<file path="src/rtl/rs232_ctrl_arbiter.sv">
// rtl/rs232_ctrl_arbiter.sv - two-master round-robin arbiter for the rs232 UART control port (optional watchdog: RS232_ARB_TIMEOUT_EN)
module rs232_ctrl_arbiter #(
    parameter int TIMEOUT_CYCLES = 255
) (
    input  logic        clk,
    input  logic        resetn,
    input  logic [3:0]  m0_wr,
    input  logic        m0_rd,
    input  logic [15:0] m0_addr,
    input  logic [31:0] m0_wdat,
    output logic [31:0] m0_rdat,
    output logic        m0_done,
    output logic        m0_err,
    input  logic [3:0]  m1_wr,
    input  logic        m1_rd,
    input  logic [15:0] m1_addr,
    input  logic [31:0] m1_wdat,
    output logic [31:0] m1_rdat,
    output logic        m1_done,
    output logic        m1_err,
    output logic [3:0]  s_wr,
    output logic        s_rd,
    output logic [15:0] s_addr,
    output logic [31:0] s_wdat,
    input  logic [31:0] s_rdat,
    input  logic        s_done,
    output logic [1:0]  grant
);

    typedef enum logic [1:0] {
        ST_IDLE  = 2'd0,
        ST_ISSUE = 2'd1,
        ST_DONE  = 2'd2
    } state_t;

    state_t      state_q;
    logic        last_q;
    logic        owner_q;
    logic [1:0]  grant_q;
    logic [3:0]  s_wr_q;
    logic        s_rd_q;
    logic [15:0] s_addr_q;
    logic [31:0] s_wdat_q;
    logic [31:0] m0_rdat_q;
    logic [31:0] m1_rdat_q;
    logic        m0_done_q;
    logic        m1_done_q;

    logic        req0;
    logic        req1;
    logic        pick_d;

`ifdef RS232_ARB_TIMEOUT_EN
    localparam int CNT_W = $clog2(TIMEOUT_CYCLES + 1);

    logic [CNT_W-1:0] wdog_q;
    logic             m0_err_q;
    logic             m1_err_q;
`endif

    assign req0 = (|m0_wr) || m0_rd;
    assign req1 = (|m1_wr) || m1_rd;

    // Winner selection: a lone requester wins, a tie goes to the master that was not granted last.
    always_comb begin
        pick_d = 1'b0;
        if (req0 && req1) begin
            pick_d = ~last_q;
        end else begin
            pick_d = req1;
        end
    end

    // Arbitration FSM; every output is a register updated here.
    always_ff @(posedge clk or negedge resetn) begin
        if (!resetn) begin
            state_q   <= ST_IDLE;
            last_q    <= 1'b1;
            owner_q   <= 1'b0;
            grant_q   <= 2'b00;
            s_wr_q    <= 4'h0;
            s_rd_q    <= 1'b0;
            s_addr_q  <= 16'h0000;
            s_wdat_q  <= 32'h0000_0000;
            m0_rdat_q <= 32'h0000_0000;
            m1_rdat_q <= 32'h0000_0000;
            m0_done_q <= 1'b0;
            m1_done_q <= 1'b0;
`ifdef RS232_ARB_TIMEOUT_EN
            wdog_q    <= '0;
            m0_err_q  <= 1'b0;
            m1_err_q  <= 1'b0;
`endif
        end else begin
            case (state_q)
                ST_IDLE: begin
                    if (req0 || req1) begin
                        owner_q  <= pick_d;
                        last_q   <= pick_d;
                        grant_q  <= pick_d ? 2'b10 : 2'b01;
                        s_wr_q   <= pick_d ? m1_wr   : m0_wr;
                        s_rd_q   <= pick_d ? m1_rd   : m0_rd;
                        s_addr_q <= pick_d ? m1_addr : m0_addr;
                        s_wdat_q <= pick_d ? m1_wdat : m0_wdat;
`ifdef RS232_ARB_TIMEOUT_EN
                        wdog_q   <= '0;
`endif
                        state_q  <= ST_ISSUE;
                    end
                end
                ST_ISSUE: begin
                    // A completion on the same edge as the watchdog expiry takes priority.
                    if (s_done) begin
                        s_wr_q  <= 4'h0;
                        s_rd_q  <= 1'b0;
                        state_q <= ST_DONE;
                        if (owner_q) begin
                            m1_rdat_q <= s_rdat;
                            m1_done_q <= 1'b1;
                        end else begin
                            m0_rdat_q <= s_rdat;
                            m0_done_q <= 1'b1;
                        end
                    end
`ifdef RS232_ARB_TIMEOUT_EN
                    else if (wdog_q == CNT_W'(TIMEOUT_CYCLES - 1)) begin
                        s_wr_q  <= 4'h0;
                        s_rd_q  <= 1'b0;
                        state_q <= ST_DONE;
                        if (owner_q) begin
                            m1_rdat_q <= 32'hFFFF_FFFF;
                            m1_done_q <= 1'b1;
                            m1_err_q  <= 1'b1;
                        end else begin
                            m0_rdat_q <= 32'hFFFF_FFFF;
                            m0_done_q <= 1'b1;
                            m0_err_q  <= 1'b1;
                        end
                    end else begin
                        wdog_q <= wdog_q + CNT_W'(1);
                    end
`endif
                end
                ST_DONE: begin
                    // One dead cycle so the finished master can drop its request before IDLE samples it.
                    m0_done_q <= 1'b0;
                    m1_done_q <= 1'b0;
                    grant_q   <= 2'b00;
`ifdef RS232_ARB_TIMEOUT_EN
                    m0_err_q  <= 1'b0;
                    m1_err_q  <= 1'b0;
`endif
                    state_q   <= ST_IDLE;
                end
                default: begin
                    state_q <= ST_IDLE;
                end
            endcase
        end
    end

    assign s_wr    = s_wr_q;
    assign s_rd    = s_rd_q;
    assign s_addr  = s_addr_q;
    assign s_wdat  = s_wdat_q;
    assign grant   = grant_q;
    assign m0_rdat = m0_rdat_q;
    assign m1_rdat = m1_rdat_q;
    assign m0_done = m0_done_q;
    assign m1_done = m1_done_q;

`ifdef RS232_ARB_TIMEOUT_EN
    assign m0_err  = m0_err_q;
    assign m1_err  = m1_err_q;
`else
    assign m0_err  = 1'b0;
    assign m1_err  = 1'b0;
`endif

endmodule

</file>
<file path="config.mk">
export PLATFORM = sky130hd
export DESIGN_NAME = rs232_ctrl_arbiter
export DESIGN_NICKNAME = d
export VERILOG_FILES = /design/src/rtl/rs232_ctrl_arbiter.sv
export SDC_FILE = /design/constraint.sdc
export NUM_CORES = 1
export LEC_CHECK = 0
export BUFFER_PORTS_ARGS = -buffer_cell sky130_fd_sc_hd__buf_2
export CAP_MARGIN = 10
export CORE_MARGIN = 2
export CORE_UTILIZATION = 49
export CTS_CLUSTER_DIAMETER = 200
export DETAILED_ROUTE_END_ITERATION = 10
export PLACE_DENSITY = 0.9
export SLEW_MARGIN = 10
export SYNTH_ARGS = -nofsm -noshare
export SYNTH_HDL_FRONTEND = slang
export SYNTH_SLANG_ARGS = --single-unit
export TNS_END_PERCENT = 30
</file>
<file path="constraint.sdc">
create_clock -name clk -period 2.88 [get_ports clk]
set_input_delay 0.576 -clock clk [delete_from_list [all_inputs] [get_ports clk]]
set_output_delay 0.576 -clock clk [all_outputs]
set_load 0.1 [all_outputs]
</file>
Word-level counts from Yosys, hierarchy flattened
Index checks and enable logic that the tools add are counted.

word-level totals
  register bits after elaboration = 125
  input port bits = 141

operators by class
  eq/ne operators = 6
  multiplexer cells = 23
  bitwise gates (word level) = 2
  reductions and logical operators = 18

operator list
  cell                  number
  $mux W32              1
  $mux W16              1
  $reduce_and A3 Y1     5
  $mux W4               3
  $mux W1               8
  $mux W2               4
  $ne A2 B2 Y1 const B  4
  $pmux W2 S2           2
  $pmux W4 S2           1
  $reduce_or A4 Y1      2
  $pmux W1 S2           3
  $reduce_and A2 Y1     3
  $reduce_bool A2 Y1    3
  $logic_or A1 B1 Y1    3
  $eq A2 B1 Y1 const B  1
  $eq A2 B2 Y1 const B  1
  $logic_not A2 Y1      1
  $not A1 Y1            2
  $logic_and A1 B1 Y1   1

Logic depth before layout (Yosys ltp)
Gate-level depths: netlist (run 1).

  depth in word-level cells = 7
  mapped depth = 7
  depth with buffers taken out = 4

Worst setup path before layout (run 1)
OpenSTA, ideal clock, no wires.

  kind = input-to-reg
  start = input m1_wr[2]
  end = register s_addr_q[1], in the netlist s_addr[1]
  data arrival time = 1.859 ns
  required time = 2.813 ns
  path slack = 0.954 ns
  cell stages on the path = 6
  path through = or2_2 -> o41ai_4 -> and2_1 -> buf_6 -> buf_8 -> a221o_2

between the ends
  cells in the longest elaborated chain, start to end = 5
  elaborated cells between the ends (all ways) = 7

RTL lines
  item                    line  source
  start: declaration      14    input logic [3:0] m1_wr,
  $reduce_or A4 Y1 *      62    assign req1 = (|m1_wr) || m1_rd;
  $logic_or A1 B1 Y1 *    62
  $logic_and A1 B1 Y1     67    if (req0 && req1) begin
  $mux W1                 67
  $mux W16                103   s_addr_q <= pick_d ? m1_addr : m0_addr;
  end signal: assignment  103
  end: declaration        42    logic [15:0] s_addr_q;

Mark *: on every way between the ends. The rest lies on a longest branch, timed or not.
A chain may end at the register's enable or synchronous reset.

Final worst setup path (run 1)
  start = register state_q[1]
  end = register m0_rdat_q[20], in the netlist m0_rdat[20]

between the ends
  cells in the longest elaborated chain, start to end = 2

RTL lines
  item                         line  source
  start: declaration           36    state_t state_q;
  start signal: assignment     77    state_q <= ST_IDLE;
  start signal: assignment     108   state_q <= ST_ISSUE;
  start signal: assignment     116   state_q <= ST_DONE;
  $eq A2 B1 Y1                 95    case (state_q)
  $reduce_and A3 Y1 (no line)  n/a
  end signal: assignment       121   m0_rdat_q <= s_rdat;
  end: declaration             44    logic [31:0] m0_rdat_q;

Every way passes these cells.

==> results.md, run 1 <==
- Status: completed
- Drt total wl: 14.2 mm
- # fillers: 737
- Clk buf depth: 2
- Post-synth ARST share: 1.00
- Most common cell after layout, fill and taps aside: buf_2
- Seq/Total Area, Yosys: 0.596
- HP Class: in -> async
- Avg Cell Area, Syn: 14.5 sq um
- Via count: 4,209
- Max-cap violations: 0
- Flops & latches, synth: 125
- Maximum number of pins on one net before global-route repair: 71
- DR iter-0 viols: 189
- Final Cycle Share: 0.693
- Req. time, crit path: 3.26 ns
- Commonest cells after routing, fill and taps aside: buf_2, dfrtp_1, mux2_2, nor3b_1, a221o_1
- CTS Buf Count: 17
- CTS tree: built
- Clock Latency Late Sink: 0.50 ns
- Hold-fix buffers, CTS: 0
- Slew at the pin with the worst max-slew slack: 0.535 ns
- Post-synth top flop: dfrtp_1
- Overflow after GRT: 0
- Slowest stage cell, crit path: dfrtp_1
- Post-DP HPWL: 10.0 mm
- Die W: 108 microns
- RSZ-0062 raised after global routing: false
- Syn-to-layout area delta: 38.1%
- Final worst path period need: 2.00 ns
- Relative slew slack: 0.643
- I/O Pins: 264
- Number of diodes: 0
- CP Cell Sequence: nand3b_1 > nor2_2 > buf_4 > mux2_2
- Max Clk Rate: 0.501 GHz
- Port buffer count: 261
- Via-to-Cell Ratio: 5.47
- Remaining DRCs: 0
- Initial antenna violation count: 0
- CTS resizes: 0
- Initial Util: 0.506
- Type of origin of the critical path: flip-flop
- Final Setup Violations: 0
- Root buffer cell: clkbuf_8
- Layout cell share with drive strength beyond 1: 0.621
- Synth warn: 0
- Global-route wire length before repair: 22.0 mm
- Critical path class: reg -> reg
- Worst-path clk slew: 0.06 ns
- Placement Rows: 37
- Synthesized area: 0.00525 sq mm
- All-Layer GR Usage: 0.246
- Crit path max-delay family: simple AND/OR/NAND/NOR gates
- Drt pass-1 iters: 5
- Slowest stage delay, CP: 0.49 ns
- Post-DRT Antenna Nets: 0
- Mapped Cells: 362
- Die area: 0.0116 sq mm
- Final core occ: 0.699
- Buffers plus inverters on the worst setup path: 1
- Die Y: 108 microns
- Clock skew: 0.00750 ns
- Vias in the first global route: 4,437
- CTS sink count: 125
- Max-slew violations: 0
- Post-CTS Setup Inserts: 0
- Post-synth EDFFs: 0
- Layout net count: 762
- Setup TNS: 0 ns
- Crit. End Element: flip-flop
- Core Box Area: 0.0104 sq mm
- Avg WL per Cell: 18.4 microns
- GPL Wtd Cong: 0.887
- Cell variety after synth: 34
- Crit Path Max Fanout: 33
- Critical path arrival: 2.38 ns
- Final hold violations: 0
- H-Tree Level Count: 4
[layout make-up]
class | count | area [sq um] | share of cell area
Timing Repair Buffer | 270 | 1410 | 0.195
Tap cell | 136 | 170 | 0.0235
Inverter | 3 | 11.3 | 0.00155
Clock inverter | 14 | 183 | 0.0252
Sequential cell | 125 | 3130 | 0.432
Clock buffer | 18 | 418 | 0.0576
Multi-Input combinational cell | 204 | 1920 | 0.265
[cells in the mapped netlist (5+ instances only)]
cell type / instances / area share
buf_4: 6 / 0.0086
clkbuf_1: 6 / 0.0043
a221o_1: 33 / 0.063
a221o_2: 15 / 0.032
dfrtp_1: 124 / 0.59
mux2_2: 64 / 0.14
nor3b_1: 48 / 0.069
buf_2: 12 / 0.011
a32o_1: 5 / 0.0095
nand2_1: 5 / 0.0036
a31o_2: 5 / 0.0083
buf_8: 5 / 0.014
[worst register-to-register path, cell delays in order, from the launching register on]
cell and delay, ns:
dfrtp_1 0.49, nand3b_1 0.40, nor2_2 0.16, buf_4 0.41
mux2_2 0.42
[routing by layer]
metal  track usage  vias up  part of all wire
li1              -     1899                 -
met5             0        -                 0
met1         0.294     2080              0.40
met3        0.0508       35             0.055
met4         0.104        0             0.027
met2         0.428      195              0.52
[cell families (layout without fill, tap and decap cells)]
logic type / after synthesis / in the layout / share of synthesized area
muxes: 64 / 64 / 0.137
buffers and inverters: 34 / 305 / 0.0438
AOI/OAI and AO/OA: 70 / 70 / 0.132
and+or+nand+nor: 68 / 68 / 0.0901
DFF: 125 / 125 / 0.596
other: 1 / 2 / 0.000714
[per-stage QoR]
stage	area, sq um	cells	hold slack [ns]	worst slack, ns
final	7250	770	0.00972	0.884
after detailed placement	6650	738	0.466	0.571
after floorplan	5260	363	0.280	0.954
after CTS	7250	770	0.00775	0.882
after global routing	7250	770	0.0253	0.764
after global placement	6650	738	0.459	0.653
[sequential cells by signal, indices dropped and copies added, names as in the netlist]
signal,cells
owner_q,1
m0_rdat,32
m1_rdat,32
m1_done,1
m0_done,1
s_wdat,32
s_wr,4
last_q,1
s_rd,1
grant,2
state_q,2
s_addr,16
[worst paths after layout]
| path | cells after the start | to | from | slack, ns |
|---|---|---|---|---|
| max reg2reg | 4 | m0_rdat[20] | state_q[1] | 0.88 |
| max in group asynchronous | 2 | m0_rdat[4] | resetn | 2.16 |
| max | 4 | m0_rdat[20] | state_q[1] | 0.88 |
| min | 1 | s_wdat[11] | resetn | 0.01 |
| min reg2reg | 1 | m0_done | m0_done | 0.48 |
| min in group clk | 2 | state_q[0] | s_done | 0.27 |
Power of run 1 is left out: the tool's default activity adds up to more than one toggle a clock period on the data nets, which glitch-free logic cannot reach.
==> inputs of run 2 (changes only) <==
CORE_UTILIZATION = 46   (was 49)
PLACE_DENSITY = 0.86   (was 0.9)
clock period = 2.08 ns   (was 2.88 ns; I/O delays follow)
==> run 2 against run 1 <==
Register-to-register slack worse by 0.65 ns. Die area rose by 6.3%. First-iteration DRC count rose by 100%. Count of clock-buffer cells in the layout is 5 higher. Via count increased by 1.5%. Design area up 1.6%. Cell count up 1.8%. Critical path depth grew 1. Sequential cell count did not move. Worst setup slack worse by 0.65 ns. Global-route usage barely moved. Non-clock buffer count up 5. Largest cell class unchanged.
==> results.md, run 2 (synthesis gave the netlist of run 1 again) <==
- Slowest stage delay, CP: 0.52 ns
- Most common cell after layout, fill and taps aside: buf_2
- Crit. End Element: flip-flop
- Hold slack: 0.0878 ns
- Post-DRT Antenna Nets: 0
- Initial Util: 0.466
- Final worst path period need: 1.85 ns
- RSZ-0062 raised after global routing: false
- Crit Path Max Fanout: 23
- Drt pass-1 iters: 4
- Overflow after GRT: 0
- Final core occ: 0.653
- Syn-to-layout area delta: 40.2%
- Post-DP HPWL: 10.2 mm
- Critical path class: reg -> reg
- Req. time, crit path: 2.37 ns
- Worst-path clk slew: 0.06 ns
- Final hold violations: 0
- Clock Latency Late Sink: 0.41 ns
- Post-CTS Setup Inserts: 0
- Final Setup Violations: 0
- Drt total wl: 15.0 mm
- CTS sink count: 125
- Max Clk Rate: 0.541 GHz
- Avg WL per Cell: 19.1 microns
- Setup TNS: 0 ns
- Slew at the pin with the worst max-slew slack: 0.705 ns
- Status: completed
- Die Y: 111 microns
- Type of origin of the critical path: flip-flop
- CTS tree: built
- Initial antenna violation count: 1
- H-Tree Level Count: 4
- Die W: 111 microns
- Max-cap violations: 0
- DR iter-0 viols: 379
- Root buffer cell: clkbuf_16
- Commonest cells after routing, fill and taps aside: buf_2, dfrtp_1, mux2_2, nor3b_1, a221o_1
- Slowest stage cell, crit path: dfstp_2
- Layout net count: 768
- All-Layer GR Usage: 0.246
- DP Worst Slack: -0.0617 ns
- Max-slew violations: 0
- CP Cell Sequence: inv_1 > a21oi_4 > buf_12 > nor3b_1 > a221o_2
- Critical path arrival: 2.14 ns
- HP Class: in -> async
- Core Box Area: 0.0113 sq mm
- I/O Pins: 264
- Final Cycle Share: 0.888
- Layout cell share with drive strength beyond 1: 0.627
- Via count: 4,271
- Clk buf depth: 2
- Maximum number of pins on one net before global-route repair: 126
- Clock skew: 0.00792 ns
- Via-to-Cell Ratio: 5.45
- Crit path launch: last_q
- Port buffer count: 261
- Die area: 0.0123 sq mm
- Vias in the first global route: 4,733
- CTS resizes: 0
- Relative slew slack: 0.530
- GPL Wtd Cong: 0.878
- CTS Buf Count: 17
- Remaining DRCs: 0
- Reg2reg start: last_q
- Fin worst setup slack: 0.232 ns
- Hold-fix buffers, CTS: 0
- Global-route wire length before repair: 23.7 mm
- Placement Rows: 39
==> run 2: cell count changes in the layout (fill, tap and decap cells not counted), sizes merged <==
cell / previous run / this run
diode: 0 / 1
a21oi: 4 / 5
clkinvlp: 3 / 2
clkbuf: 18 / 23
inv: 8 / 4
bufinv: 3 / 2
clkinv: 3 / 4
buf: 270 / 275
==> run 2: path summary, 6_finish.rpt <==
path                                   end  slack, ns  cells past startpoint
min in group clk                state_q[0]       0.21                      2
max in group asynchronous       s_wdat[14]       1.49                      2
worst min-delay path            s_addr[11]       0.09                      2
worst max register to register  s_wdat[12]       0.23                      5
worst max-delay path            s_wdat[12]       0.23                      5
worst min register to register     m0_done       0.49                      1
==> run 2: layer usage <==
metal,part of all wire,routed length [microns],vias to the layer above,track usage
met5,0,0,-,0
met4,0.022,331,0,0.110
met3,0.094,1410,27,0.0908
met2,0.51,7650,205,0.418
met1,0.37,5610,2121,0.276
li1,-,-,1918,-
==> run 2: final cells by class <==
| class | instances | area (sq um) |
|---|---|---|
| timing repair buffer | 275 | 1500 |
| tap | 143 | 179 |
| multi-input combinational | 205 | 1930 |
| inverter | 3 | 11.3 |
| clock buffer | 23 | 498 |
| fill | 836 | 3910 |
| sequential | 125 | 3130 |
| antenna | 1 | 2.50 |
| clock inverter | 9 | 108 |
==> run 2: through the flow <==
stage / cell area [sq um] / cells
2_1_floorplan: 5260 / 363
3_3_place_gp: 6750 / 750
3_5_place_dp: 6750 / 750
4_1_cts: 7350 / 782
5_1_grt: 7360 / 784
6_report: 7360 / 784
==> run 2: critical path, delay by kind of cell, from the launching register on <==
family | cells | cell delay, ns
and+or+nand+nor | 1 | 0.07
buffers and inverters | 2 | 0.36
AOI/OAI and AO/OA | 2 | 0.75
DFF | 1 | 0.52
Power of run 2 is left out for the same reason.
